===== src/rtl/wallace_dot_accum.sv =====
// wallace_dot_accum: groups LEN consecutive 8-bit products into one dot-product sum.
// A finished sum waits on a valid/ready output port while the next group keeps accumulating.
// Only the beat that completes a group is stalled, and only while the previous sum is unread.
//
// Ports:
//   clk        rising-edge clock
//   rst        synchronous active-high reset
//   clear      synchronous abort of the group in progress (a pending sum is kept)
//   in_valid   in_prod is valid
//   in_ready   block accepts in_prod this cycle (combinational from out_ready)
//   in_prod    unsigned product from the multiplier
//   out_valid  out_sum holds a finished sum
//   out_ready  consumer accepts out_sum
//   out_sum    finished sum, unsigned, ACC_W bits
//   grp_cnt    products accepted so far in the current group
module wallace_dot_accum #(
  parameter int unsigned LEN   = 4,
  parameter int unsigned ACC_W = 10
) (
  input  logic                    clk,
  input  logic                    rst,
  input  logic                    clear,
  input  logic                    in_valid,
  output logic                    in_ready,
  input  logic [7:0]              in_prod,
  output logic                    out_valid,
  input  logic                    out_ready,
  output logic [ACC_W-1:0]        out_sum,
  output logic [$clog2(LEN)-1:0]  grp_cnt
);

  localparam int unsigned CntW = $clog2(LEN);
  localparam logic [CntW-1:0] LastCnt = CntW'(LEN - 1);

  logic [ACC_W-1:0] r_acc;
  logic [CntW-1:0]  r_cnt;
  logic [ACC_W-1:0] r_out_sum;
  logic             r_out_valid;

  logic             w_last;
  logic             w_accept;
  logic             w_complete;
  logic [ACC_W-1:0] w_sum;
  logic [ACC_W-1:0] w_acc_d;
  logic [CntW-1:0]  w_cnt_d;
  logic [ACC_W-1:0] w_out_sum_d;
  logic             w_out_valid_d;

  assign w_last = (r_cnt == LastCnt);
  // Stall only the completing beat, and only while the held sum cannot leave this cycle.
  assign in_ready   = !(w_last && r_out_valid && !out_ready);
  // clear outranks acceptance: the beat presented alongside it is dropped.
  assign w_accept   = in_valid && in_ready && !clear;
  assign w_complete = w_accept && w_last;
  assign w_sum      = r_acc + ACC_W'(in_prod);

  always_comb begin
    w_acc_d       = r_acc;
    w_cnt_d       = r_cnt;
    w_out_sum_d   = r_out_sum;
    w_out_valid_d = r_out_valid;

    if (r_out_valid && out_ready) begin
      w_out_valid_d = 1'b0;
    end

    if (clear) begin
      w_acc_d = '0;
      w_cnt_d = '0;
    end else if (w_complete) begin
      w_out_sum_d   = w_sum;
      w_out_valid_d = 1'b1;
      w_acc_d       = '0;
      w_cnt_d       = '0;
    end else if (w_accept) begin
      w_acc_d = w_sum;
      w_cnt_d = r_cnt + 1'b1;
    end
  end

  always_ff @(posedge clk) begin
    if (rst) begin
      r_acc       <= '0;
      r_cnt       <= '0;
      r_out_sum   <= '0;
      r_out_valid <= 1'b0;
    end else begin
      r_acc       <= w_acc_d;
      r_cnt       <= w_cnt_d;
      r_out_sum   <= w_out_sum_d;
      r_out_valid <= w_out_valid_d;
    end
  end

  assign out_valid = r_out_valid;
  assign out_sum   = r_out_sum;
  assign grp_cnt   = r_cnt;

endmodule


===== config.mk =====
export PLATFORM = sky130hd
export DESIGN_NAME = wallace_dot_accum
export DESIGN_NICKNAME = d
export VERILOG_FILES = /design/src/rtl/wallace_dot_accum.sv
export SDC_FILE = /design/constraint.sdc
export NUM_CORES = 1
export LEC_CHECK = 0
export CORE_MARGIN = 2
export CORE_UTILIZATION = 54
export DETAILED_ROUTE_END_ITERATION = 12
export PLACE_DENSITY = 0.87
export SYNTH_ARGS = -nofsm -noshare
export SYNTH_HDL_FRONTEND = slang
export SYNTH_SLANG_ARGS = --single-unit

===== constraint.sdc =====
create_clock -name clk -period 3.02 [get_ports clk]
set_input_delay 0.453 -clock clk [delete_from_list [all_inputs] [get_ports clk]]
set_output_delay 0.453 -clock clk [all_outputs]
set_load 0.02 [all_outputs]

# Word level (Yosys, flattened, before mapping)
# Index checks and enable logic that the tools add are counted.
# classes
eq_ne	1
reduce_logical	11
n_bitwise	1
n_mux	3
add_sub_neg	2
# ops
operator	n
adder 10 x 8 -> 10 bit	1
logical AND 1 bit	6
zero test 1 bit	3
two-way mux 1 bit	3
OR reduction 3 bit	1
adder 2 x 1 -> 2 bit (second input constant)	1
equality test 2 bit (second input constant)	1
AND reduction 2 bit	1
inverter 1 bit	1
# totals
output_inout_bits	14
word_cells	22
input_bits	13
register_bits	23

# Longest topological paths before layout
# Gate-level depths: netlist of the first run.
# depth
ltp_word	9
depth_mapped	8
ltp_nobuf	8

# Worst setup path after synthesis of the first run
# No wires, ideal clock.
# synth_path
path_type	input -> register
startpoint	input port in_prod[0]
endpoint	register r_acc[6]
setup_slack_ns	0.974
setup_time_ns	0.062
path_buffers	0
required_time_ns	2.958
cell_stages	8
t_arrival_ns	1.984
cell_sequence	ha_1 -> inv_1 -> fa_1 -> nand2b_1 -> a21oi_1 -> a31oi_1 -> or3b_1 -> nand3_1
# synth_via
elab_chain_len	1
# synth_lines
item	line	rtl
from (decl)	25	input logic [7:0] in_prod,
adder 10 x 8 -> 10 bit	55	assign w_sum = r_acc + ACC_W'(in_prod);
to (signal assigned)	88	r_acc <= w_acc_d;
to (decl)	35	logic [ACC_W-1:0] r_acc;
# No other way between the ends.
# A chain may end at the register's enable or synchronous reset.

# Worst setup path in the final report of the first run
# Same ends and word-level chain as after synthesis.

==> results.ini, run 1 <==
[critical_path]
crit_fanout = 4
timing_worst_setup_path_type = primary input to register
required_ps = 3280
cp_cell_sequence = clkdlybuf4s50_1 > ha_1 > inv_1 > fa_1 > nand2b_1 > a21oi_1 > a31oi_1 > or3b_1 > nand3_1
cp.arrival_ps = 2610
critPathSlowestCell = clkdlybuf4s50_1
cp_num_buf_inv = 2
critPathLaunchType = primary input
slowest_delay_ps = 460
critical-path-top-delay-family = simple AND/OR/NAND/NOR gates
cp-end-kind = register

[timing]
min_period_ps = 2350
rsz0062_at_grt = no
fin_worst_skew_ps = 3.35
setup_viol = 0
setup_tns_ps = 0
finalMaxSlewViolations = 0
hold_violations = 0
relSlewSlack = 0.579
worstMarginPinSlew_ps = 629
whs_ps = 474
post-route-period-util = 0.777
max_freq_ghz = 0.426

[logic_synthesis]
yosys_warnings = 0
yosys.area_share.simple = 0.211
ys.flop_type = dfxtp_1
ys_async_sr_fraction = 0
syn_area_mm2 = 0.00133
synth_xor_area_frac = 0.0462
netlist.area_leader.share = 0.347
synth_top_family_by_area = simple AND/OR/NAND/NOR gates
synthCells = 139
synth_compound_area_frac = 0.172
synthTopCellsByArea = dfxtp_1 35%, ha_1 8.5%, mux2i_1 6.8%, nor2_1 5.4%, xor2_1 2.6%
synth_edf_count = 0
avgSynthCellArea_um2 = 9.54
yosysMostFrequentCell = dfxtp_1
ys_types = 42
synth_nets = 162
yosysSeqAreaShare = 0.347
yosys-top-cells-count = 23 x dfxtp_1, 19 x nor2_1, 9 x ha_1, 9 x mux2i_1
yosys.area.top_type = dfxtp_1
synthMuxAreaShare = 0.0792
synth_seq_cells = 23
synthAdderAreaFrac = 0.100

[route]
firstDrtPassIters = 4
wl_per_cell_um = 14.6
wl_mm = 2.80
vias = 1140
drtIter0Drc = 20
ant_nets = 0
drc = 0
routed_via_density = 5.94

[global_routing]
grt_pass1_wl_mm = 4.67
grtUsageMet2 = 0.407
top_usage_layer = met2
overflow = 0
grt_pass1_vias = 1105
antenna_found_initial = 0
grt_max_degree = 15
gr-usage-met3 = 0.0417
use_met1 = 0.253
grt.total_usage = 0.222

[flow_run]
cap_violations = 0

[cells_and_area]
n_antenna_cell = 0
fin_nets = 188
final_area_mm2 = 0.00163
layout-drive-gt1-share = 0.0854
fillCellCount = 167
synthToLayoutAreaGrowth_pct = 22.6
seqCellArea_um2 = 460
multi_input_comb_area_um2 = 807

[clock_network]
ctsHoldBuffers = 0
numCtsBuffers = 3
ctsResizeCount = 0
clk_pin_slew_ps = 120
numClockSinks = 23
htree_levels = 1
root_buffer = clkbuf_4
clockBufferDepth = 2
clk-insertion-delay-late_ps = 310
postCtsSetupBuffers = 0
cts_tree = yes

[die]
die_x_um = 53.6
core_mm2 = 0.00228
die-area_mm2 = 0.00287
io_pins = 27
die_height_um = 53.6
rows = 17
start_util = 0.583

[placement]
placed_area_mm2 = 0.00160
io_buffers = 26
gp_congestion = 0.891
hpwl_mm = 2.15

[pwr]
max-vdd-ir-drop_uv = 301
power.density_mw_per_mm2 = 339
p_leak_uw = 0.000672

[worst_hold_path]
min-delay-path-class = register to register

[outcome]
status = complete, no violations

## metal layers
metal	vias up	routed length, um
met2	33	1380
met5	-	0
li1	558	-
met3	5	121
met1	544	1250
met4	0	40
## state kept, by name, indices dropped and copies added, names as in the netlist
name / count
out_sum: 10
grp_cnt: 2
r_acc: 10
out_valid: 1
## report_power, final
part           internal, uW  switching (uW)
logic                  45.2            50.3
registers               308            3.25
clock network          51.6            92.0
## cells in the final DEF (no fill, tap or decap), types with 2 or more instances in the layout
cell type / instances
a211oi_1: 3
a311o_1: 2
nand3_1: 2
nor4_1: 3
o21ai_0: 3
nand2b_1: 3
a21oi_1: 5
a21o_1: 4
nor2_1: 19
ha_1: 9
a221o_1: 3
nand4_1: 2
nor3b_1: 2
inv_1: 4
buf_4: 3
a22o_1: 2
clkdlybuf4s50_1: 26
xnor2_1: 3
nand2_1: 3
mux2i_1: 9
nor4b_2: 2
clkbuf_4: 3
nor3_1: 2
xor2_1: 4
dfxtp_1: 23
nor2b_1: 3
## final cells by class
cell class / instances / share of cell area
well taps: 28 / 0.0215
inverters: 4 / 0.00923
multi-input cells: 104 / 0.496
flip-flops and latches: 23 / 0.283
repair buffers: 29 / 0.174
clock buffers: 4 / 0.0162
## path summary, 6_finish.rpt
kind | from | end | slack (ps) | depth (start not counted)
worst max-delay path | in_prod[0] | r_acc[6]$_SDFFE_PP0P_ | 670 | 9
worst min-delay path | r_acc[6]$_SDFFE_PP0P_ | r_acc[6]$_SDFFE_PP0P_ | 470 | 2
worst max register to register | r_acc[0]$_SDFFE_PP0P_ | r_acc[6]$_SDFFE_PP0P_ | 930 | 8
worst min register to register | r_acc[6]$_SDFFE_PP0P_ | r_acc[6]$_SDFFE_PP0P_ | 470 | 2
## stage by stage
step / utilization / cells / setup WS (ps) / total power [uW]
final: 0.715 / 192 / 674 / 551
after global routing: 0.715 / 192 / 545 / 576
after CTS: 0.715 / 192 / 714 / 554
after detailed placement: 0.703 / 188 / 384 / 413
after global placement: 0.703 / 188 / 433 / 409
after floorplan: - / 139 / 974 / 381
## worst min-delay path, stage by stage (launching register included)
cell	delay (ps)
dfxtp_1	340
nand2_1	50
nand3_1	50
## logic make-up (layout without fill, tap and decap cells)
logic type | Yosys count | after routing
buffers and inverters | 12 | 37
AO/OA/AOI/OAI | 29 | 29
XOR/XNOR | 7 | 7
flip-flops | 23 | 23
multiplexers | 10 | 10
AND/OR/NAND/NOR | 48 | 48
adder cells (fa/ha/maj) | 10 | 10
(Power assumes the default switching activity.)
==> inputs of run 2 (changes only) <==
- CORE_UTILIZATION: 54 -> 45
- PLACE_DENSITY: 0.87 -> 0.78
- clock period: 3.02 -> 1.95 ns (I/O delays scaled with it)
==> run 2 against run 1 <==
Non-clock buffer count is 17 higher. Register-to-register slack worse by 850 ps. Critical path depth is 1 lower. Final cell count is 10% higher. Clock-buffer cell count is 1 lower. Flip-flop and latch count stayed put. Global-route usage is 2.5 points lower. Wire length is 14% higher. Total power is 67% higher. Setup slack worse by 600 ps. Largest power group unchanged. Via count is 5.5% higher.
==> results.ini, run 2 (synthesis results as in run 1) <==
[timing]
hold_violations = 0
setup_tns_ps = 0
relSlewSlack = 0.772
setup_viol = 0
worstMarginPinSlew_ps = 341
post-route-period-util = 0.962
finalMaxSlewViolations = 0
rsz0062_at_grt = no
fin_worst_skew_ps = 10.2
max_freq_ghz = 0.533
min_period_ps = 1880
whs_ps = 369

[clock_network]
clk-insertion-delay-late_ps = 330
clockBufferDepth = 2
clk_pin_slew_ps = 140
cts_tree = yes
postCtsSetupBuffers = 0
ctsHoldBuffers = 0
numCtsBuffers = 3
root_buffer = clkbuf_4
htree_levels = 1
numClockSinks = 23

[placement]
dp.cells = 208
io_buffers = 26
hpwl_mm = 2.36
gp_congestion = 0.943

[cells_and_area]
seqCellArea_um2 = 462
final_common_cell = clkdlybuf4s50_1
fin_nets = 205
fillCellCount = 222
utilization = 0.659
n_antenna_cell = 0
multi_input_comb_area_um2 = 865
synthToLayoutAreaGrowth_pct = 38.3
layout-drive-gt1-share = 0.232
mostFrequentLayoutCells = 24 x clkdlybuf4s50_1, 22 x dfxtp_1, 19 x nor2_1, 19 x buf_4, 9 x mux2i_1
instances_no_fill = 212

[global_routing]
grt_pass1_wl_mm = 5.10
overflow = 0
grt_pass1_vias = 1190
grt_max_degree = 15
antenna_found_initial = 0
grt.total_usage = 0.197

[die]
die-area_mm2 = 0.00340
die_height_um = 58.3
die_x_um = 58.3
rows = 19
io_pins = 27
start_util = 0.477
core_mm2 = 0.00278

[critical_path]
required_ps = 2230
cp_cell_sequence = clkdlybuf4s50_1 > inv_1 > fa_2 > nand2b_4 > a21oi_4 > a31oi_4 > or3b_1 > nand3_1
crit_fanout = 4
critical-path-top-delay-family = simple AND/OR/NAND/NOR gates
critPathLaunchType = primary input
critical_path_depth = 8
timing_worst_setup_path_type = primary input to register
r2r_start = r_acc[0]$_SDFFE_PP0P_
critPathSlowestCell = clkdlybuf4s50_1
slowest_delay_ps = 500
r2r_slack_ps = 80
cp-end-kind = register
ff2ff_path_depth = 8
reg2reg_to = r_acc[6]$_SDFFE_PP0P_
cp.arrival_ps = 2150
cp_num_buf_inv = 2

[flow_run]
cap_violations = 0

[route]
drc = 0
wl_per_cell_um = 15.0
drtIter0Drc = 7
firstDrtPassIters = 4
vias = 1203
wl_mm = 3.19
routed_via_density = 5.67
ant_nets = 0

[pwr]
power.density_mw_per_mm2 = 501
totalPowerFinal_uw = 918
p_leak_uw = 0.000779
max-vdd-ir-drop_uv = 552

[worst_hold_path]
min_to = r_acc[0]$_SDFFE_PP0P_
holdPathStages = 4
min-delay-start = in_prod[0]
min-delay-path-class = primary input to register

[outcome]
status = complete, no violations

## run 2: worst max-delay path by stage
| stage | end | from | slack, ps |
|---|---|---|---|
| after detailed placement | r_acc[6]$_SDFFE_PP0P_ | in_prod[0] | -440 |
| after floorplan | r_acc[6]$_SDFFE_PP0P_ | r_acc[0]$_SDFFE_PP0P_ | 40 |
| after global placement | r_acc[6]$_SDFFE_PP0P_ | in_prod[0] | -380 |
| after global routing | r_acc[6]$_SDFFE_PP0P_ | r_acc[0]$_SDFFE_PP0P_ | 10 |
| final | r_acc[6]$_SDFFE_PP0P_ | in_prod[1] | 70 |
| after CTS | r_acc[6]$_SDFFE_PP0P_ | in_prod[0] | 40 |
## run 2: routing by layer
layer | part of all wire | up-vias | track usage
met3 | 0.044 | 6 | 0.0440
met2 | 0.52 | 30 | 0.356
met5 | 0 | - | 0
li1 | - | 590 | -
met1 | 0.42 | 577 | 0.227
met4 | 0.015 | 0 | 0.0664
## run 2: repair_timing
item                       in CTS  in global routing
setup endpoints to repair       3                  6
pin swaps                       2                  7
gates resized for setup         7                  7
## run 2: worst reg2reg max path, stage by stage (launching register included)
cell,delay (ps)
dfxtp_2,360
ha_2,180
inv_2,40
fa_2,350
nand2b_4,170
a21oi_4,160
a31oi_4,110
or3b_1,380
nand3_1,70
## run 2: power breakdown
group / leakage (uW) / internal, uW / switching (uW)
Clock: 0.0000139 / 78.6 / 161
Combinational: 0.000579 / 103 / 92.9
Sequential: 0.000186 / 478 / 5.20
Total: 0.000779 / 659 / 259
## run 2: final cells by class
| cell class | instances | area share |
|---|---|---|
| inverters | 4 | 0.00819 |
| repair buffers | 46 | 0.231 |
| clock inverters | 1 | 0.00409 |
| multi-input cells | 104 | 0.471 |
| flip-flops and latches | 23 | 0.252 |
| clock buffers | 3 | 0.0123 |
| well taps | 31 | 0.0211 |
## run 2: metrics by stage
step / worst slack [ps] / cell area (um2)
finish: 73.2 / 1830
global route: 11.4 / 1830
CTS: 37.1 / 1810
detailed placement: -439 / 1740
global placement: -383 / 1740
floorplan: 42.1 / 1330
